==> config.mk <==
export PLATFORM = sky130hd
export DESIGN_NAME = sw_debounce_flat
export DESIGN_NICKNAME = d
export VERILOG_FILES = /design/src/rtl/sw_debounce_pkg.sv /design/src/rtl/sw_debounce_if.sv /design/src/rtl/sw_debounce_bit.sv /design/src/rtl/sw_debounce.sv /design/src/flat_wrapper.sv
export SDC_FILE = /design/constraint.sdc
export NUM_CORES = 1
export LEC_CHECK = 0
export ABC_AREA = 1
export CAP_MARGIN = 20
export CORE_ASPECT_RATIO = 0.9
export CORE_MARGIN = 5
export CORE_UTILIZATION = 40
export CTS_CLUSTER_DIAMETER = 200
export DETAILED_ROUTE_END_ITERATION = 8
export DONT_BUFFER_PORTS = 1
export PLACE_DENSITY_LB_ADDON = 0.2
export SLEW_MARGIN = 20
export SYNTH_ARGS = -nofsm -noshare
export SYNTH_HDL_FRONTEND = slang
export SYNTH_HIERARCHICAL = 1
export SYNTH_SLANG_ARGS = --single-unit
==> constraint.sdc <==
create_clock -name clk -period 12.7 [get_ports clk]
set_input_delay 1.905 -clock clk [delete_from_list [all_inputs] [get_ports clk]]
set_output_delay 1.905 -clock clk [all_outputs]
set_load 0.005 [all_outputs]
==> src/rtl/sw_debounce_pkg.sv <==
// Shared constants and helpers for the switch debouncer.
package sw_debounce_pkg;

   // Default build: 16 switches, tick every 2^16 clocks, 4 agreeing ticks.
   localparam int DEF_WIDTH      = 16;
   localparam int DEF_TICK_DIV   = 16;
   localparam int DEF_STABLE_CNT = 4;

   // Width of the per-bit stability counter (supports STABLE_CNT up to 15).
   localparam int CNT_W = 4;

   // What the per-bit stability counter does this cycle.
   typedef enum logic [1:0] {
      CNT_HOLD   = 2'd0,  // not a tick cycle, nothing moves
      CNT_CLEAR  = 2'd1,  // sample agrees with current level, glitch rejected
      CNT_INC    = 2'd2,  // sample differs, not yet long enough
      CNT_ACCEPT = 2'd3   // sample differed for the full window, flip level
   } cnt_action_e;

   // Decide the counter action from the tick strobe, the level comparison
   // and whether the counter already sits at its last step.
   function automatic cnt_action_e cnt_action(input logic tick,
                                              input logic differ,
                                              input logic at_last);
      cnt_action_e act;
      if (!tick) begin
         act = CNT_HOLD;
      end else if (!differ) begin
         act = CNT_CLEAR;
      end else if (at_last) begin
         act = CNT_ACCEPT;
      end else begin
         act = CNT_INC;
      end
      return act;
   endfunction

endpackage

==> src/rtl/sw_debounce_if.sv <==
// Switch bundle: raw board inputs in, debounced levels and edge pulses out.
interface sw_debounce_if
   import sw_debounce_pkg::*;
#(
   parameter int WIDTH = DEF_WIDTH
);
   logic [WIDTH-1:0] sw_raw;     // raw asynchronous switches/buttons
   logic [WIDTH-1:0] sw_o;       // debounced stable level
   logic [WIDTH-1:0] rise_o;     // one-cycle pulse on accepted 0->1
   logic [WIDTH-1:0] fall_o;     // one-cycle pulse on accepted 1->0
   logic             changed_o;  // OR of all rise/fall pulses
   logic             tick_o;     // sample-tick strobe

   // Board / consumer side: drives switches, observes results.
   modport master (
      output sw_raw,
      input  sw_o, rise_o, fall_o, changed_o, tick_o
   );

   // Debouncer side.
   modport slave (
      input  sw_raw,
      output sw_o, rise_o, fall_o, changed_o, tick_o
   );
endinterface

==> src/rtl/sw_debounce_bit.sv <==
// One debounced switch: 2-flop synchronizer, tick-gated stability counter,
// accepted level and registered rise/fall pulses.
module sw_debounce_bit
   import sw_debounce_pkg::*;
#(
   parameter int STABLE_CNT = DEF_STABLE_CNT
) (
   input  logic clk,
   input  logic rstn,
   input  logic i_raw,
   input  logic i_tick,
   output logic o_level,
   output logic o_rise,
   output logic o_fall
);

   localparam logic [CNT_W-1:0] CNT_LAST = CNT_W'(STABLE_CNT - 1);

   logic             r_sync1;
   logic             r_sync2;
   logic [CNT_W-1:0] r_cnt;
   logic             r_level;
   logic             r_rise;
   logic             r_fall;
   cnt_action_e      w_action;

   // Bring the asynchronous switch into the clk domain before any use.
   // NOTE: state flops use non-blocking assignments so every flop samples the
   // pre-edge value of its neighbours; blocking here would collapse the sync chain.
   always_ff @(posedge clk or negedge rstn) begin
      if (!rstn) begin
         r_sync1 <= 1'b0;
         r_sync2 <= 1'b0;
      end else begin
         r_sync1 <= i_raw;
         r_sync2 <= r_sync1;
      end
   end

   // Classify this cycle: hold, reject glitch, count, or accept the change.
   // NOTE: the combinational output is assigned on every path (here via a single
   // unconditional assignment) so no latch is inferred.
   always_comb begin
      w_action = cnt_action(i_tick, (r_sync2 != r_level), (r_cnt == CNT_LAST));
   end

   // Stability counter, accepted level and one-cycle edge pulses.
   always_ff @(posedge clk or negedge rstn) begin
      if (!rstn) begin
         r_cnt   <= '0;
         r_level <= 1'b0;
         r_rise  <= 1'b0;
         r_fall  <= 1'b0;
      end else begin
         r_rise <= 1'b0;
         r_fall <= 1'b0;
         case (w_action)
            CNT_CLEAR:  r_cnt <= '0;
            CNT_INC:    r_cnt <= r_cnt + CNT_W'(1);
            CNT_ACCEPT: begin
               r_cnt   <= '0;
               r_level <= ~r_level;
               r_rise  <= ~r_level;
               r_fall  <= r_level;
            end
            default:    r_cnt <= r_cnt;
         endcase
      end
   end

   assign o_level = r_level;
   assign o_rise  = r_rise;
   assign o_fall  = r_fall;

endmodule

==> src/rtl/sw_debounce.sv <==
// Multi-bit switch debouncer: shared sample-tick prescaler feeding one
// sw_debounce_bit per switch, plus the combined change strobe.
module sw_debounce
   import sw_debounce_pkg::*;
#(
   parameter int WIDTH      = DEF_WIDTH,
   parameter int TICK_DIV   = DEF_TICK_DIV,
   parameter int STABLE_CNT = DEF_STABLE_CNT
) (
   input  logic          clk,
   input  logic          rstn,
   sw_debounce_if.slave  bus
);

   logic [TICK_DIV-1:0] r_presc;
   logic                w_tick;
   logic [WIDTH-1:0]    w_level;
   logic [WIDTH-1:0]    w_rise;
   logic [WIDTH-1:0]    w_fall;

   // Free-running prescaler; wraps from all-ones back to zero on its own.
   always_ff @(posedge clk or negedge rstn) begin
      if (!rstn) begin
         r_presc <= '0;
      end else begin
         r_presc <= r_presc + TICK_DIV'(1);
      end
   end

   // Tick is the cycle the prescaler sits at all-ones.
   assign w_tick = &r_presc;

   // One independent debouncer per switch, all sharing the same tick.
   for (genvar g = 0; g < WIDTH; g++) begin : g_bit
      sw_debounce_bit #(
         .STABLE_CNT (STABLE_CNT)
      ) u_bit (
         .clk     (clk),
         .rstn    (rstn),
         .i_raw   (bus.sw_raw[g]),
         .i_tick  (w_tick),
         .o_level (w_level[g]),
         .o_rise  (w_rise[g]),
         .o_fall  (w_fall[g])
      );
   end

   assign bus.sw_o      = w_level;
   assign bus.rise_o    = w_rise;
   assign bus.fall_o    = w_fall;
   assign bus.changed_o = |(w_rise | w_fall);
   assign bus.tick_o    = w_tick;

endmodule

==> src/flat_wrapper.sv <==
// flat-port wrapper written by rule: the top's interface ports become plain ports
module sw_debounce_flat import sw_debounce_pkg::*;
#(
   parameter int WIDTH      = DEF_WIDTH,
   parameter int TICK_DIV   = DEF_TICK_DIV,
   parameter int STABLE_CNT = DEF_STABLE_CNT
)
  (clk, rstn, bus_sw_raw, bus_sw_o, bus_rise_o, bus_fall_o, bus_changed_o, bus_tick_o);
  sw_debounce_if #(.WIDTH(WIDTH)) bus_i ();
  input  logic clk;
  input  logic rstn;
  input wire logic [$bits(bus_i.sw_raw)-1:0] bus_sw_raw;
  output wire logic [$bits(bus_i.sw_o)-1:0] bus_sw_o;
  output wire logic [$bits(bus_i.rise_o)-1:0] bus_rise_o;
  output wire logic [$bits(bus_i.fall_o)-1:0] bus_fall_o;
  output wire logic [$bits(bus_i.changed_o)-1:0] bus_changed_o;
  output wire logic [$bits(bus_i.tick_o)-1:0] bus_tick_o;
  assign bus_i.sw_raw = bus_sw_raw;
  assign bus_sw_o = bus_i.sw_o;
  assign bus_rise_o = bus_i.rise_o;
  assign bus_fall_o = bus_i.fall_o;
  assign bus_changed_o = bus_i.changed_o;
  assign bus_tick_o = bus_i.tick_o;
  sw_debounce #(.WIDTH(WIDTH), .TICK_DIV(TICK_DIV), .STABLE_CNT(STABLE_CNT)) u_core (.clk(clk), .rstn(rstn), .bus(bus_i));
endmodule
; Word-level counts from Yosys, hierarchy flattened
; Cells that the tools add are included.
[op_classes]
n_lt_le_gt_ge = 0
add_sub_neg = 17
n_div = 0
bitwise = 17
shifts = 0
eq_ne = 80
mux = 96
multipliers = 0
n_reduce_logical = 34
[op_table]
columns = operator, count
row1 = $pmux W4 S2, 16
row2 = $add A4 B1 Y4 const B, 16
row3 = $eq A2 B2 Y1 const B, 32
row4 = $eq A4 B2 Y1 const B, 16
row5 = $mux W2, 32
row6 = $mux W1, 48
row7 = $eq A2 B1 Y1 const B, 16
row8 = $reduce_bool A2 Y1, 16
row9 = $reduce_or A2 Y1, 16
row10 = $add A16 B1 Y16 const B, 1
row11 = $ne A1 B1 Y1, 16
row12 = $not A1 Y1, 16
row13 = $or A16 B16 Y16, 1
row14 = $reduce_and A16 Y1, 1
row15 = $reduce_or A16 Y1, 1
[word_totals]
output_inout_bits = 50
ram_bits = 0
reg_bits = 160
mem_bits_ro = 0
n_memories = 0
latchBits = 0
wordCells = 341
inputBits = 18

; Logic depth before layout (Yosys ltp)
; Gate-level depths: netlist (run 1).
[depth]
ltp_word = 7
mapped_depth = 10
ltp_nobuf = 10

; Hierarchy
; The synthesis (run 1) kept the hierarchy.
[by_module_without_submodules]
columns = mod, n_inst, seq_area_each_um2, cells_each, area_per_inst_um2
row1 = sw_debounce_bit, 16, 225.2, 46, 392.9
row2 = sw_debounce, 1, 400.4, 113, 868.3

; Least setup slack after synthesis (run 1)
; OpenSTA, ideal clock, no wires.
[synth_timing]
kind = reg-to-output
startpoint = reg u_core.r_presc[0]
endpoint = out bus_tick_o
path_stages_with_launch = 6
setup_slack_ps = 6456
required_time_ps = 10795
path_buffers = 0
arrival_ps = 4339
path_cell_list = dfrtp_1 > ha_1 > nand3_2 > inv_1 > nand3_1 > nor3_2
[synth_via]
elab_chain_cells = 1
[synth_lines]
columns = element, line_no
row1 = start: declaration, sw_debounce.sv:15  ; logic [TICK_DIV-1:0] r_presc;
row2 = start signal: assignment, sw_debounce.sv:26  ; r_presc <= r_presc + TICK_DIV'(1);
row3 = $reduce_and A16 Y1, sw_debounce.sv:31  ; assign w_tick = &r_presc;
row4 = end: declaration, flat_wrapper.sv:17  ; output wire logic [$bits(bus_i.tick_o)-1:0] bus_tick_o;
; No other way between the ends.

; Worst setup path in the final report (run 1)
[layout_timing]
startpoint = reg u_core.r_presc[1]
endpoint = out bus_tick_o
; Same word-level chain as after synthesis.

==> run_results.csv, run 1 <==
group,metric,value,unit
placement,gpl.final_weighted_congestion,0.797,
power_and_ir_drop,clock_power_share,50.2,%
routing,drtPass1Iterations,5,
routing,route.vias.total,5178,
die,core_region_area,0.0176,mm²
power_and_ir_drop,switching_share,20.3,%
power_and_ir_drop,power.ir.vdd_worst,0.122,mV
clock_network,clk_path_buf_depth,2,
power_and_ir_drop,p_sw,0.214,mW
timing,timing_worst_slew_pin_value,0.735,ns
timing,top_achievable_clock_speed,291,MHz
worst_setup_path,worstPathCellList,"ha_1 -> nand3_2 -> inv_1 -> nand3_1 -> nor3_4",
worst_setup_path,startpoint,"u_core/r_presc[1]$_DFF_PN0_",
worst_setup_path,crit_slowest_cell,"dfrtp_1",
timing,hold_violations,0,
synth,ys_types,16,
power_and_ir_drop,share_seq_of_total_power,49.3,%
clock_network,cts.sink_count,160,
power_and_ir_drop,pwr-share-comb,0.5,%
clock_network,cts.repair_timing.setup_buffer_count,0,
worst_setup_path,reg2reg_setup_slack,9.81,ns
timing,setup_violations,0,
timing,setup_tns,0,ns
clock_network,cts.hold.buffers_added,0,
run_status,status,"finished clean",
finish,leading_cell_type_in_the_layout_fill_and_taps_excluded,"nand2_1",
timing,finClkSkew,0.0115,ns
routing,avgViaCountPerCell,4.61,
placement,port-buffer-count,0,
clock_network,cts_made_buffers,17,
finish,layout_cells_sized_above_1,6.34,%
worst_setup_path,setup.worst_path.start_class,"flip-flop",
timing,slew_headroom,51.0,%
routing,first_iter_violations,255,
synth,sequential_cell_area_fraction_in_the_yosys_report,56.0,%
grt,grt_max_degree,161,
power_and_ir_drop,totalPowerFinal,1.05,mW
timing,final.period_utilization,27.1,%
die,floorplan.rows,46,
grt,antenna_found_initial,1,
worst_setup_path,critical_path.endpoint_type,"output port",
die,initial_core_util,40.6,%
die,die_width,151,µm
routing,wl_met3,833,µm
clock_network,cts-root-buf,"clkbuf_16",
worst_setup_path,cp_slowest_stage_delay,0.36,ns
synth,post_synth_inst_count,849,
worst_setup_path,setup.worst_path.end,"bus_tick_o",
die,die_height,137,µm
routing,routed.top_layer,"met5",
grt,grt_usage,13.7,%
run,cap_viol_max_count,0,
worst_setup_path,crit_type,"reg2out",
timing,rsz0062_at_grt,"false",
synth,mappedNetlistNets,884,
synth,cell_area_after_synthesis,0.00715,mm²
clock_network,post_cts_resized,0,
grt,first_global_vias,4811,
finish,final_cell_mix,"252 x nand2_1, 160 x dfrtp_1, 137 x inv_1",
synth,number_of_register_bits_inferred_by_synthesis,160,
worst_setup_path,r2r_cells,10,
worst_setup_path,critical_path.reg2reg.startpoint,"u_core/r_presc[1]$_DFF_PN0_",
clock_network,worst_setup_hold_path_clk_slew,0.07,ns
routing,routed_wirelength,13200,µm
routing,post_route_drc,0,
routing,wire_per_inst,11.8,µm
grt,grt_pass1_wl,22300,µm
synth,yosysWarnings,6,
power_and_ir_drop,p_int,0.837,mW
die,design.die.area,0.0207,mm²
finish,nets,905,
clock_network,clock_latency,0.42,ns
routing,antenna_violating_nets_post_route,0,
worst_setup_path,critical_path.reg2reg.endpoint,"u_core/g_bit[8].u_bit/r_cnt[3]$_DFFE_PN0P_",
timing,min_period,3.44,ns
worst_setup_path,cp_data_arrival_time,1.53,ns
worst_setup_path,worst_ep_required_time,10.80,ns
worst_setup_path,critical_path.max_fanout,3,
finish,n_antenna_cell,0,
clock_network,htreeDepth,4,
worst_hold_path,holdCritPathClass,"reg2reg",
die,design.portCount,68,
synth,avgSynthCellArea,8.43,µm²
finish,area.growth.synth_to_final,13.1,%
placement,post-dp-hpwl,9250,µm
grt,grt.overflow.total,0,
timing,timing_max_transition_violations_final,0,
routing,route.layer.met1.wl,6360,µm
power_and_ir_drop,leakage,3.93,nW
power_and_ir_drop,power_density_cells,130,mW/mm²
routing,met2RoutedLength,5880,µm
clock_network,cts_tree,"done",
synth_stat cells (all sizes together):
master / count / area (µm²)
nand4: 55 / 344
nor3: 1 / 10.0
o21ai: 18 / 90.1
inv: 137 / 514
nand3: 38 / 195
a21oi: 16 / 80.1
nor2: 112 / 428
ha: 17 / 213
nand3b: 1 / 7.51
nand2: 270 / 1060
dfrtp: 160 / 4000
xor2: 20 / 175
xnor2: 4 / 35.0
metrics by stage:
stage               area, µm²  worst slack (ns)  std cells  util, %  hold WS, ns
finish                   8090              9.26       1123     45.9        0.343
global route             8090              9.15       1123     45.9        0.351
CTS                      8090              9.22       1123     45.9        0.348
detailed placement       7480              9.67       1091     42.4        0.335
global placement         7480              9.70       1091     42.4        0.332
floorplan                7150              6.46        849        -        0.331
critical path: cells and delay by family, from the launching register on:
family / cells / cell delay [ns]
buffers and inverters: 1 / 0.11
adder cells (fa/ha/maj): 1 / 0.20
AND/OR/NAND/NOR: 3 / 0.45
flip-flops: 1 / 0.36
cell families after synthesis:
| kind of cell | Yosys count | share of synthesized area (%) |
|---|---|---|
| fa+ha+maj | 17 | 2.97 |
| flops | 160 | 56.0 |
| compound gates | 34 | 2.38 |
| xor+xnor | 24 | 2.94 |
| buf+inv | 137 | 7.19 |
| simple gates | 477 | 28.6 |
metal layers:
layer	global-route usage, %	up-vias
met2	20.9	81
met1	18.2	2382
met3	4.57	15
li1	-	2698
met4	4.98	2
met5	0	-
power by group through the flow:
stage	clock network [mW]	logic, mW	registers, mW
floorplan	0	0.00469	0.526
global placement	0	0.00550	0.527
detailed placement	0	0.00562	0.527
CTS	0.545	0.00566	0.518
global route	0.565	0.00660	0.518
finish	0.528	0.00569	0.518
state kept, by name, indices dropped and copies added (netlist names):
name / flops
u_core/g_bit.u_bit/r_cnt: 64
u_core/g_bit.u_bit/r_sync2: 16
u_core/g_bit.u_bit/o_rise: 16
u_core/g_bit.u_bit/o_level: 16
u_core/g_bit.u_bit/r_sync1: 16
u_core/r_presc: 16
u_core/g_bit.u_bit/o_fall: 16
final cells by class:
| class | instances | area, µm² |
|---|---|---|
| clock buffers | 20 | 457 |
| well taps | 240 | 300 |
| repair buffers | 2 | 15.0 |
| multi-input cells | 552 | 2640 |
| inverters | 137 | 514 |
| fillers | 1711 | 9520 |
| flip-flops and latches | 160 | 4000 |
| clock inverters | 12 | 158 |
worst min path at each step:
stage,from,endpoint,cells after the start
finish,u_core/g_bit[3].u_bit/r_sync1$_DFF_PN0_,u_core/g_bit[3].u_bit/r_sync2$_DFF_PN0_,0
global route,u_core/g_bit[3].u_bit/r_sync1$_DFF_PN0_,u_core/g_bit[3].u_bit/r_sync2$_DFF_PN0_,0
CTS,u_core/g_bit[3].u_bit/r_sync1$_DFF_PN0_,u_core/g_bit[3].u_bit/r_sync2$_DFF_PN0_,0
detailed placement,u_core/g_bit[15].u_bit/r_sync1$_DFF_PN0_,u_core/g_bit[15].u_bit/r_sync2$_DFF_PN0_,0
global placement,u_core/g_bit[14].u_bit/r_sync1$_DFF_PN0_,u_core/g_bit[14].u_bit/r_sync2$_DFF_PN0_,0
floorplan,u_core/g_bit[0].u_bit/r_sync1$_DFF_PN0_,u_core/g_bit[0].u_bit/r_sync2$_DFF_PN0_,0
Power figures use the tool's default switching activity.
==> run 2, diff against run 1 <==
==> constraint.sdc (replaced) <==
create_clock -name clk -period 2.78 [get_ports clk]
set_input_delay 0.417 -clock clk [delete_from_list [all_inputs] [get_ports clk]]
set_output_delay 0.417 -clock clk [all_outputs]
set_load 0.005 [all_outputs]
==> run 2 against run 1 <==
  * The run now ends with hold timing left
  * Worst setup slack worse by 8.8 ns
  * First-iteration DRC count is 4.7% higher
  * Sequential share of layout area is 1.0 points lower
  * Die area stayed put
  * Hold slack worse by 0.65 ns
  * Global-route usage is 0.12 points lower
  * Clock power grew to 4.5 times the previous value
  * Clock-buffer cell count stayed put
  * Cell area is 2.1% higher
  * Largest power group is now sequential cells
==> run_results.csv, run 2 (same netlist as run 1, synthesis figures left out) <==
group,metric,value,unit
run_status,status,"finished, violations left",
run_status,failed_checks,"hold timing",
timing,final.period_utilization,84.0,%
finish,final_cell_mix,"252 x nand2_1, 160 x dfrtp_1, 136 x inv_1",
die,initial_core_util,40.6,%
timing,whs,-0.310,ns
routing,first_iter_violations,267,
clock_network,cts_made_buffers,17,
routing,post_route_drc,0,
grt,antenna_found_initial,0,
timing,finalWorstSetupSlack,0.444,ns
die,design.die.area,0.0207,mm²
clock_network,cts.sink_count,160,
finish,n_antenna_cell,0,
worst_setup_path,cp_data_arrival_time,1.92,ns
timing,top_achievable_clock_speed,428,MHz
timing,rsz0062_at_grt,"false",
power_and_ir_drop,totalPowerFinal,4.78,mW
clock_network,clk_path_buf_depth,2,
finish,regMostFlops,"u_core/g_bit.u_bit/r_cnt",
finish,nets,920,
timing,slew_headroom,65.8,%
worst_setup_path,setup.worst_path.start_class,"flip-flop",
worst_setup_path,worst-path-buf-inv,2,
worst_setup_path,cp_slowest_stage_delay,0.43,ns
finish,final_core_utilization,46.9,%
power_and_ir_drop,power.ir.vdd_worst,0.401,mV
worst_setup_path,crit_slowest_cell,"buf_12",
die,die_height,137,µm
grt,first_global_vias,4930,
worst_setup_path,cpLargestDelayFamily,"buffers and inverters",
worst_setup_path,cpMostUsedCell,"nand3_2",
placement,dp_worst_setup_slack,0.753,ns
worst_setup_path,critical_path.max_fanout,113,
grt,grt_usage,13.5,%
finish,number_of_flip_flops_in_the_largest_register,64,
timing,setup_violations,0,
routing,route.vias.total,5148,
worst_hold_path,holdCritPathClass,"in2async",
finish,leading_cell_type_in_the_layout_fill_and_taps_excluded,"nand2_1",
grt,grt_pass1_wl,22500,µm
placement,post-dp-hpwl,8760,µm
routing,wire_per_inst,11.4,µm
routing,avgViaCountPerCell,4.52,
timing,finClkSkew,0.0119,ns
timing,timing_max_transition_violations_final,0,
run,cap_viol_max_count,0,
routing,drtPass1Iterations,5,
die,die_width,151,µm
placement,port-buffer-count,0,
clock_network,cts_tree,"done",
die,core_region_area,0.0176,mm²
die,floorplan.rows,46,
clock_network,post_cts_resized,0,
worst_setup_path,critical_path.endpoint_type,"output port",
finish,layout_cells_sized_above_1,6.46,%
placement,gpl.final_weighted_congestion,0.749,
worst_setup_path,crit_type,"reg2out",
power_and_ir_drop,power_density_cells,579,mW/mm²
clock_network,clock_latency,0.42,ns
worst_setup_path,worstPathCellList,"ha_2 -> nand3_2 -> inv_2 -> nand3_2 -> nor3_4 -> buf_12",
worst_setup_path,worst_ep_required_time,2.36,ns
clock_network,htreeDepth,4,
finish,area.growth.synth_to_final,15.4,%
timing,timing_worst_slew_pin_value,0.513,ns
routing,routed_wirelength,13000,µm
timing,hold_violations,160,
die,design.portCount,68,
grt,grt_max_degree,161,
power_and_ir_drop,leakage,3.99,nW
clock_network,cts-root-buf,"clkbuf_16",
timing,min_period,2.34,ns
clock_network,worst_setup_hold_path_clk_slew,0.06,ns
grt,grt.overflow.total,0,
routing,antenna_violating_nets_post_route,0,
## run 2: cell count changes in the layout (fill, tap and decap cells not counted), sizes merged
cell         before  now
clkinvlp          3    2
dlygate4sd3       0   16
buf               2    1
clkinv            5    6
## run 2: worst paths after layout
| path | end | cells after the start | slack (ns) | start |
|---|---|---|---|---|
| min | u_core/g_bit[3].u_bit/o_rise$_DFF_PN0_ | 0 | -0.31 | rstn |
| max | bus_tick_o | 6 | 0.44 | u_core/r_presc[0]$_DFF_PN0_ |
| max reg2reg | u_core/g_bit[9].u_bit/r_cnt[3]$_DFFE_PN0P_ | 9 | 0.74 | u_core/r_presc[0]$_DFF_PN0_ |
| min in group clk | u_core/g_bit[5].u_bit/r_sync2$_DFF_PN0_ | 0 | 0.35 | u_core/g_bit[5].u_bit/r_sync1$_DFF_PN0_ |
| max in group asynchronous | u_core/r_presc[5]$_DFF_PN0_ | 0 | 2.83 | rstn |
| min reg2reg | u_core/g_bit[5].u_bit/r_sync2$_DFF_PN0_ | 0 | 0.35 | u_core/g_bit[5].u_bit/r_sync1$_DFF_PN0_ |
## run 2: area by class of cell
type	count	area (µm²)
inverter	137	514
clock buffer	20	447
clock inverter	12	159
fill	1692	9350
multi-input combinational	552	2650
timing repair buffer	17	180
tap	240	300
sequential	160	4000
## run 2: timing repair
item                                   4_1_cts  5_1_grt
endpoints found under the hold margin      161      175
buffers inserted                             0        0
hold buffers                                 1       15
## run 2: per-layer routing
metal	part of all wire (%)	global-route usage [%]
met3	5.6	4.77
met1	49	17.9
met5	0	0
met2	45	21.3
met4	0.70	3.47
## run 2: metrics by stage
stage / instance area (µm²) / cells / setup TNS (ns) / hold WS [ns]
4_1_cts: 8110 / 1123 / 0 / -0.330
2_1_floorplan: 7170 / 849 / -84.40 / 0.121
3_3_place_gp: 7490 / 1090 / 0 / 0.126
5_1_grt: 8260 / 1138 / 0 / -0.341
6_report: 8260 / 1138 / 0 / -0.310
3_5_place_dp: 7490 / 1090 / 0 / 0.127
## run 2: power breakdown
part           internal (mW)  leakage [nW]  switching, mW
clock                   1.44         0.291          0.928
sequential              2.35          2.15         0.0128
combinational         0.0228          1.55         0.0218
total                   3.82          3.99          0.963
